File: src/rtl/dcache_port_arbiter.sv
// rtl/dcache_port_arbiter.sv - two-requester arbiter for the single dcache CPU port, one request outstanding
// Optional round-robin arbitration enabled by defining DCACHE_ARB_RR_EN (fixed port-0 priority otherwise).
module dcache_port_arbiter #(
    parameter int ADDR_WIDTH = 32,
    parameter int DATA_WIDTH = 32,
    parameter int EXP_WIDTH  = 7
) (
    input  logic                      clk,
    input  logic                      rstn,
    input  logic                      flush,
    input  logic [1:0]                req_valid,
    input  logic [1:0]                req_op,
    input  logic [2*ADDR_WIDTH-1:0]   req_addr,
    input  logic [7:0]                req_wstrb,
    input  logic [2*DATA_WIDTH-1:0]   req_wdata,
    input  logic [1:0]                req_atom,
    output logic [1:0]                req_gnt,
    output logic [1:0]                resp_valid,
    output logic [DATA_WIDTH-1:0]     resp_rdata,
    output logic [EXP_WIDTH-1:0]      resp_exp,
    output logic [ADDR_WIDTH-1:0]     resp_badv,
    output logic                      c_valid,
    output logic                      c_op,
    output logic [ADDR_WIDTH-1:0]     c_addr,
    output logic [3:0]                c_write_type,
    output logic [DATA_WIDTH-1:0]     c_wdata,
    output logic                      c_atom,
    input  logic                      c_data_valid,
    input  logic [DATA_WIDTH-1:0]     c_rdata,
    input  logic [EXP_WIDTH-1:0]      c_exp,
    input  logic [ADDR_WIDTH-1:0]     c_badv,
    output logic                      busy
);

    typedef enum logic [1:0] {
        IDLE = 2'd0,
        BUSY = 2'd1,
        RESP = 2'd2
    } state_t;

    state_t     state, state_nxt;
    logic       owner;
    logic       cancel;
    logic [1:0] cand;
    logic       win;
    logic       done;
    logic [1:0] gnt;

    // A flush blocks the pipeline port from being considered at all this cycle.
    assign cand = {req_valid[1], req_valid[0] & ~flush};
    assign done = c_data_valid | (|c_exp);

`ifdef DCACHE_ARB_RR_EN
    logic rr;
    assign win = (cand == 2'b11) ? rr : ~cand[0];
`else
    assign win = ~cand[0];
`endif

    always_comb begin
        state_nxt = state;
        gnt       = 2'b00;
        case (state)
            IDLE: begin
                if (|cand) begin
                    gnt       = win ? 2'b10 : 2'b01;
                    state_nxt = BUSY;
                end
            end
            BUSY: begin
                if (done) begin
                    state_nxt = RESP;
                end
            end
            RESP: begin
                state_nxt = IDLE;
            end
            default: begin
                state_nxt = IDLE;
            end
        endcase
    end

    // Grant is combinational, so it is forced low while reset is asserted.
    assign req_gnt    = rstn ? gnt : 2'b00;
    assign c_valid    = (state == BUSY);
    assign busy       = (state != IDLE);
    assign resp_valid = (state == RESP && !cancel) ? (owner ? 2'b10 : 2'b01) : 2'b00;

    always_ff @(posedge clk or negedge rstn) begin
        if (!rstn) begin
            state        <= IDLE;
            owner        <= 1'b0;
            cancel       <= 1'b0;
            c_op         <= 1'b0;
            c_addr       <= '0;
            c_write_type <= 4'b0;
            c_wdata      <= '0;
            c_atom       <= 1'b0;
            resp_rdata   <= '0;
            resp_exp     <= '0;
            resp_badv    <= '0;
`ifdef DCACHE_ARB_RR_EN
            rr           <= 1'b0;
`endif
        end else begin
            state <= state_nxt;
            case (state)
                IDLE: begin
                    if (|cand) begin
                        owner        <= win;
                        c_op         <= req_op[win];
                        c_addr       <= win ? req_addr[2*ADDR_WIDTH-1:ADDR_WIDTH] : req_addr[ADDR_WIDTH-1:0];
                        c_write_type <= win ? req_wstrb[7:4] : req_wstrb[3:0];
                        c_wdata      <= win ? req_wdata[2*DATA_WIDTH-1:DATA_WIDTH] : req_wdata[DATA_WIDTH-1:0];
                        c_atom       <= req_atom[win];
`ifdef DCACHE_ARB_RR_EN
                        rr           <= ~win;
`endif
                    end
                end
                BUSY: begin
                    // The cache op is never aborted; a flushed pipeline access only loses its response.
                    if (flush && !owner) begin
                        cancel <= 1'b1;
                    end
                    if (done) begin
                        resp_rdata <= (c_op || (|c_exp)) ? '0 : c_rdata;
                        resp_exp   <= c_exp;
                        resp_badv  <= (|c_exp) ? c_badv : '0;
                    end
                end
                RESP: begin
                    cancel <= 1'b0;
                end
                default: begin
                    cancel <= 1'b0;
                end
            endcase
        end
    end

endmodule

File: config.mk
export PLATFORM = sky130hd
export DESIGN_NAME = dcache_port_arbiter
export DESIGN_NICKNAME = d
export VERILOG_FILES = /design/src/rtl/dcache_port_arbiter.sv
export SDC_FILE = /design/constraint.sdc
export NUM_CORES = 1
export LEC_CHECK = 0
export BUFFER_PORTS_ARGS = -buffer_cell sky130_fd_sc_hd__buf_2
export CORE_AREA = 4 4 139 141
export DETAILED_ROUTE_END_ITERATION = 16
export DIE_AREA = 0 0 143 145
export MAX_ROUTING_LAYER = met4
export PLACE_DENSITY = 0.67
export SLEW_MARGIN = 40
export SYNTH_ARGS = -nofsm -noshare
export SYNTH_HDL_FRONTEND = slang
export SYNTH_SLANG_ARGS = --single-unit
File: constraint.sdc
create_clock -name clk -period 2.46 [get_ports clk]
set_input_delay 0.492 -clock clk [delete_from_list [all_inputs] [get_ports clk]]
set_output_delay 0.492 -clock clk [all_outputs]
set_load 0.02 [all_outputs]
After elaboration in Yosys (flattened, before gate mapping)
Index checks and enable logic that the tools add are counted.

Muxes and demuxes: 20. Bitwise gates (word level): 5. Equal/unequal tests: 5. $lt $le $gt $ge: 1. Reductions and logical operators: 13.

Operators by type and width (number): $mux 32 (4); $mux 2 (8); $reduce_and 2->1 (4); $reduce_or 7->1 (1); $mux 1 (5); $mux 4 (1); $ne 2x1->1 const B (2); $pmux 2 s2 (1); $not 1->1 (3); $eq 2x1->1 const B (1); $eq 2x2->1 const B (1); $logic_and 1x1->1 (2); $logic_not 1->1 (2); $logic_not 2->1 (1); $lt 1x2->1 const B (1); $ne 2x2->1 const B (1); $pmux 1 s2 (1); $reduce_bool 2->1 (1); $reduce_or 2->1 (1); $and 1x1->1 (1); $logic_or 1x1->1 (1); $or 1x1->1 (1).

Bits in registers: 145. Logic and storage cells: 55.

Logic depth before layout (Yosys ltp)
Depth in word-level cells: 6. Mapped depth: 5. Depth with buffers taken out: 4.

Least setup slack after synthesis
No wires, ideal clock.

Path kind: input port to output port. Start: in req_valid[0]. End: out req_gnt[1]. Stages: 4. Arrival: 1.303 ns. Slack: 0.665 ns. Path buffers: 2. Path through: nor2b_1 buf_2 buf_2 and4b_1.

Cells in the longest elaborated chain, start to end: 5. Elaborated cells between the ends (all ways): 6. Those cells by class: mux: 4; bitwise: 1; reduce/logical: 1.

RTL lines: from (decl) (line 11) `input logic [1:0] req_valid,`; $and 1x1->1 (*) (line 50) `assign cand = {req_valid[1], req_valid[0] & ~flush};`; $mux 2 / $reduce_or 2->1 (equally long branches) (line 66, 65); $mux 2 (*) (line 65) `if (|cand) begin`; $mux 2 (*) (line 63) `case (state)`; $mux 2 (*) (line 85) `assign req_gnt = rstn ? gnt : 2'b00;`; to (decl) (line 17) `output logic [1:0] req_gnt,`.

Every way passes the cells marked *; elsewhere a longest branch is shown, timed or not.

Worst setup path in the final report
Start: reg state[0]. End: out req_gnt[1].

Cells in the longest elaborated chain, start to end: 3.

RTL lines: from (decl) (line 41) `state_t state, state_nxt;`; from (signal assigned) (line 107) `state <= state_nxt;`; $logic_not 2->1 (line 63); $mux 2 (line 63); $mux 2 (line 85).

Every way passes these cells.

==> results.md <==
- In this run, post-CTS repair resized a total of 0 instances.
- Setup repair after global routing left no endpoint under its margin.
- After detailed routing, the number of vias per cell comes to 4.76.
- The final layout contains 1,022 nets.
- The area of combinational cells with multiple inputs is 2780 µm².
- Dividing the detail-routed wire length by the instance count gives 17.6 µm.
- After layout, the minimum clock period comes to 2.08 ns.
- During placement, the flow inserted port buffers numbering 363.
- In this run, CTS created clock tree buffers numbering 17.
- Measured in cells, the most critical reg-to-reg path has a length of 4.
- The vertical die dimension is 145 µm.
- Setup violations remaining at the end of the flow were counted as 0.
- Headroom to the max-slew limit came out at 0.675.
- Each instance of the synthesized netlist takes up on average 14.9 µm².
- The initial DRC count is 178.
- After layout, the design draws a total of 11.1 mW.
- In this run the remaining antenna-violating nets after routing total 0.
- The number of placement rows is 49.
- The CTS sink count is 145.
- The initial core utilization is 0.368.
- The worst supply voltage drop on vdd is 619 µV.
- The number of hold-slack violations in the final timing report was 0.
- The synthesized-area fraction occupied by ao, oa, aoi and oai cells is 0.0503.
- The end of the worst register-to-register path is c_wdata[28].
- The final-report max-slew violation count was 0.
- The slowest stage of the critical path is the dfrtp_1 cell.
- Routability-driven placement finished with a final weighted congestion of 0.799.
- No sink is reached through more buffers than the 2 on the longest clock path.
- The flow ran to the end, and the final reports show no timing, DRC or antenna violations.
- The die area is 20,700 µm².
- The total number of H-tree levels is 4.
- Tracing the worst setup path back leads to its startpoint at state[0].
- The post-route clock period utilization is 0.844.
- The endpoint of the worst setup timing path is req_gnt[1].
- The leading area contributor after synthesis is dfrtp_1.
- Across the whole layout, storage elements account for 3630 µm².
- The critical register-to-register path startpoint is state[0].
- The root buffer cell chosen for the clock tree is clkbuf_16.
- The max-cap check violation count is 0.
- In this run the register-to-register setup slack is 0.59 ns.
- The via count of the first global-routing pass is 5,111.
- The cell area after synthesis is 6620 µm².
- The proportion of synthesized area in mux cells is 0.321.
- The x dimension of the die is 143 µm.
- The number of setup buffers added after CTS is 0.
- The number of synthesized register bits is 145.
- The ratio of total power to cell area is 1200 nW/µm².
- Detailed placement finished with a half-perimeter wire length of 13.9 mm.
- Once layout is complete, the utilization of the core stands at 0.515.
- The number of antenna diodes in the final layout is 0.
- The worst setup path is launched from a flop.
- The number of nets handed over by synthesis was 661.
- At the later pin of the worst-skew pair, clock insertion delay measures 0.42 ns.
- In this run the worst hold path is classified as in2async.
- The path type of the worst setup path is reg2out.
- The number of antenna violations at the first check in global routing is 0.
- The cell count after synthesis is 444.
- The share of the synthesized netlist area taken by xor and xnor gates is 0.
- Traced cell by cell, the critical path runs through nor2_1 -> and4b_1 -> buf_2.
- The first global-routing pass estimated 27.2 mm of wire.
- The simple-gate share of the synthesized area is 0.0448.
- The measured slew at the worst slew-check pin is 0.487 ns.
- The Yosys warning count is 0.
- The layout overhead on the synthesized area is 39.7%.
- The number of distinct library cell variants in the gate-level netlist after synthesis is 25.
- The area inside the core boundary is 18,000 µm².
- In this design, the stage delay of the slowest critical-path cell is 0.43 ns.
- The peak clock frequency supported by timing is 482 MHz.
- The layout has 1,590 filler cells.
- The area share of fa/ha/maj cells after synthesis is 0.
- By area, the combinational part of the netlist is dominated by multiplexers.
- Timing analysis after detailed placement gives a worst setup slack of 0.491 ns.
- The largest net degree at the start of global routing is 146.
- The sequential cell area fraction in the yosys report is 0.548.
- STA puts the critical path data arrival time at 1.58 ns.
- The post-route setup TNS is 0 ns.
- Detailed routing inserted a total of 4,984 vias.
- The final worst slack is 0.384 ns.
- For this run, design rule violations remaining after detail routing come to 0.
- Sorting the synthesized cells by area gives the leading types as dfrtp_1 (55%), mux2_2 (26%), mux2_4 (6.6%), a22o_1 (4.2%), and3_1 (3.1%).
- The worst setup path is captured at a primary output.
- The clock tree from TritonCTS is yes.
- The static leakage is 4.79 nW.
- The clock skew is 0.00570 ns.
- The share of the synthesized area in the top cell type is 0.548.
- The total overflow left after global routing is 0.
- For this design, the CTS-stage hold fixing added 0 buffers.
- The clock slew at the register clock pins of the worst setup and hold paths is 0.06 ns.
- The number of top-level pins is 364.
- The fraction of final layout cells sized beyond drive strength 1 is 0.721.
- The biggest fanout along the worst timing path is 6.
- The final layout contains routed wiring with a total length of 18.4 mm.
- At the worst endpoint, the required time is 1.97 ns.
- Across every metal layer, demand over resource in global routing totals 0.174.
- Before antenna repair, the detailed router went through 4 iterations.
-- state kept, by name (all words and copies together), names as in the netlist --
| signal | count |
|---|---|
| c_write_type | 4 |
| cancel | 1 |
| resp_exp | 7 |
| c_wdata | 32 |
| resp_badv | 32 |
| owner | 1 |
| c_atom | 1 |
| resp_rdata | 32 |
| c_op | 1 |
| state | 2 |
| c_addr | 32 |
-- placed cells by master, fill, tap and decap left out, drive strengths merged --
master    count
a21o          1
a21oi         3
a22o         32
a31o          1
a31oi         1
and3         33
and4b         1
buf         374
bufinv        1
clkbuf       21
clkinv        3
clkinvlp      4
dfrtp       145
inv           7
mux2        179
nand2b        1
nor2          3
nor2b         1
nor3          1
nor4          3
nor4b         2
o21a          1
-- metal layers --
metal	routed length [µm]	up-vias	GRT usage
li1	-	2349	-
met1	7230	2361	0.199
met2	9200	243	0.286
met3	1600	31	0.0553
met4	387	0	0.0608
met5	0	-	-
-- how the worst min path moves through the flow --
stage | start | end | slack [ns] | cells after the start
floorplan | rstn | c_addr[0] | 0.20 | 0
global placement | resp_exp[0] | resp_exp[0] | 0.48 | 1
detailed placement | state[1] | cancel | 0.48 | 1
CTS | c_badv[12] | resp_badv[12] | 0.26 | 2
global route | rstn | c_addr[26] | 0.03 | 2
finish | rstn | c_addr[26] | 0.04 | 2
-- synthesized netlist by cell type --
library cell and number:
a21o_4 1, a21oi_1 3, a22o_1 32, a31o_2 1, a31oi_1 1, and3_1 33, and4b_1 1, buf_12 3
buf_2 16, buf_4 1, buf_6 3, clkbuf_1 9, dfrtp_1 145, inv_1 3, inv_6 1, mux2_2 150
mux2_4 29, nand2b_1 1, nor2_1 3, nor2b_1 1, nor3_1 1, nor4_1 2, nor4_4 1, nor4b_1 2
o21a_1 1
-- cells by family after synthesis --
group                  Yosys count
muxes                          179
DFF                            145
and+or+nand+nor                 45
AOI/OAI and AO/OA               39
buffers and inverters           36
-- through the flow --
stage                     hold WS, ns  instances  area [µm²]
after detailed placement        0.484       1014        8660
after CTS                       0.262       1046        9220
final                          0.0382       1047        9250
after global placement          0.482       1014        8660
after floorplan                 0.196        444        6620
after global routing           0.0312       1047        9250
-- where the power goes --
part | internal (mW) | switching, mW | leakage [nW]
clock | 1.43 | 1.03 | 0.260
sequential | 3.34 | 0.500 | 1.79
combinational | 2.07 | 2.69 | 2.74
-- layout make-up --
class,instances,area share
clock inverter,11,0.0114
sequential,145,0.392
inverter,4,0.00217
tap,229,0.0310
clock buffer,21,0.0487
timing repair buffer,374,0.214
multi-input combinational,263,0.301
-- critical path, delay by kind of cell, from the launching register on --
kind                   cells  cell delay (ns)
AND/OR/NAND/NOR            2             0.58
flip-flops                 1             0.43
buffers and inverters      1             0.16
(Power assumes the default switching activity.)
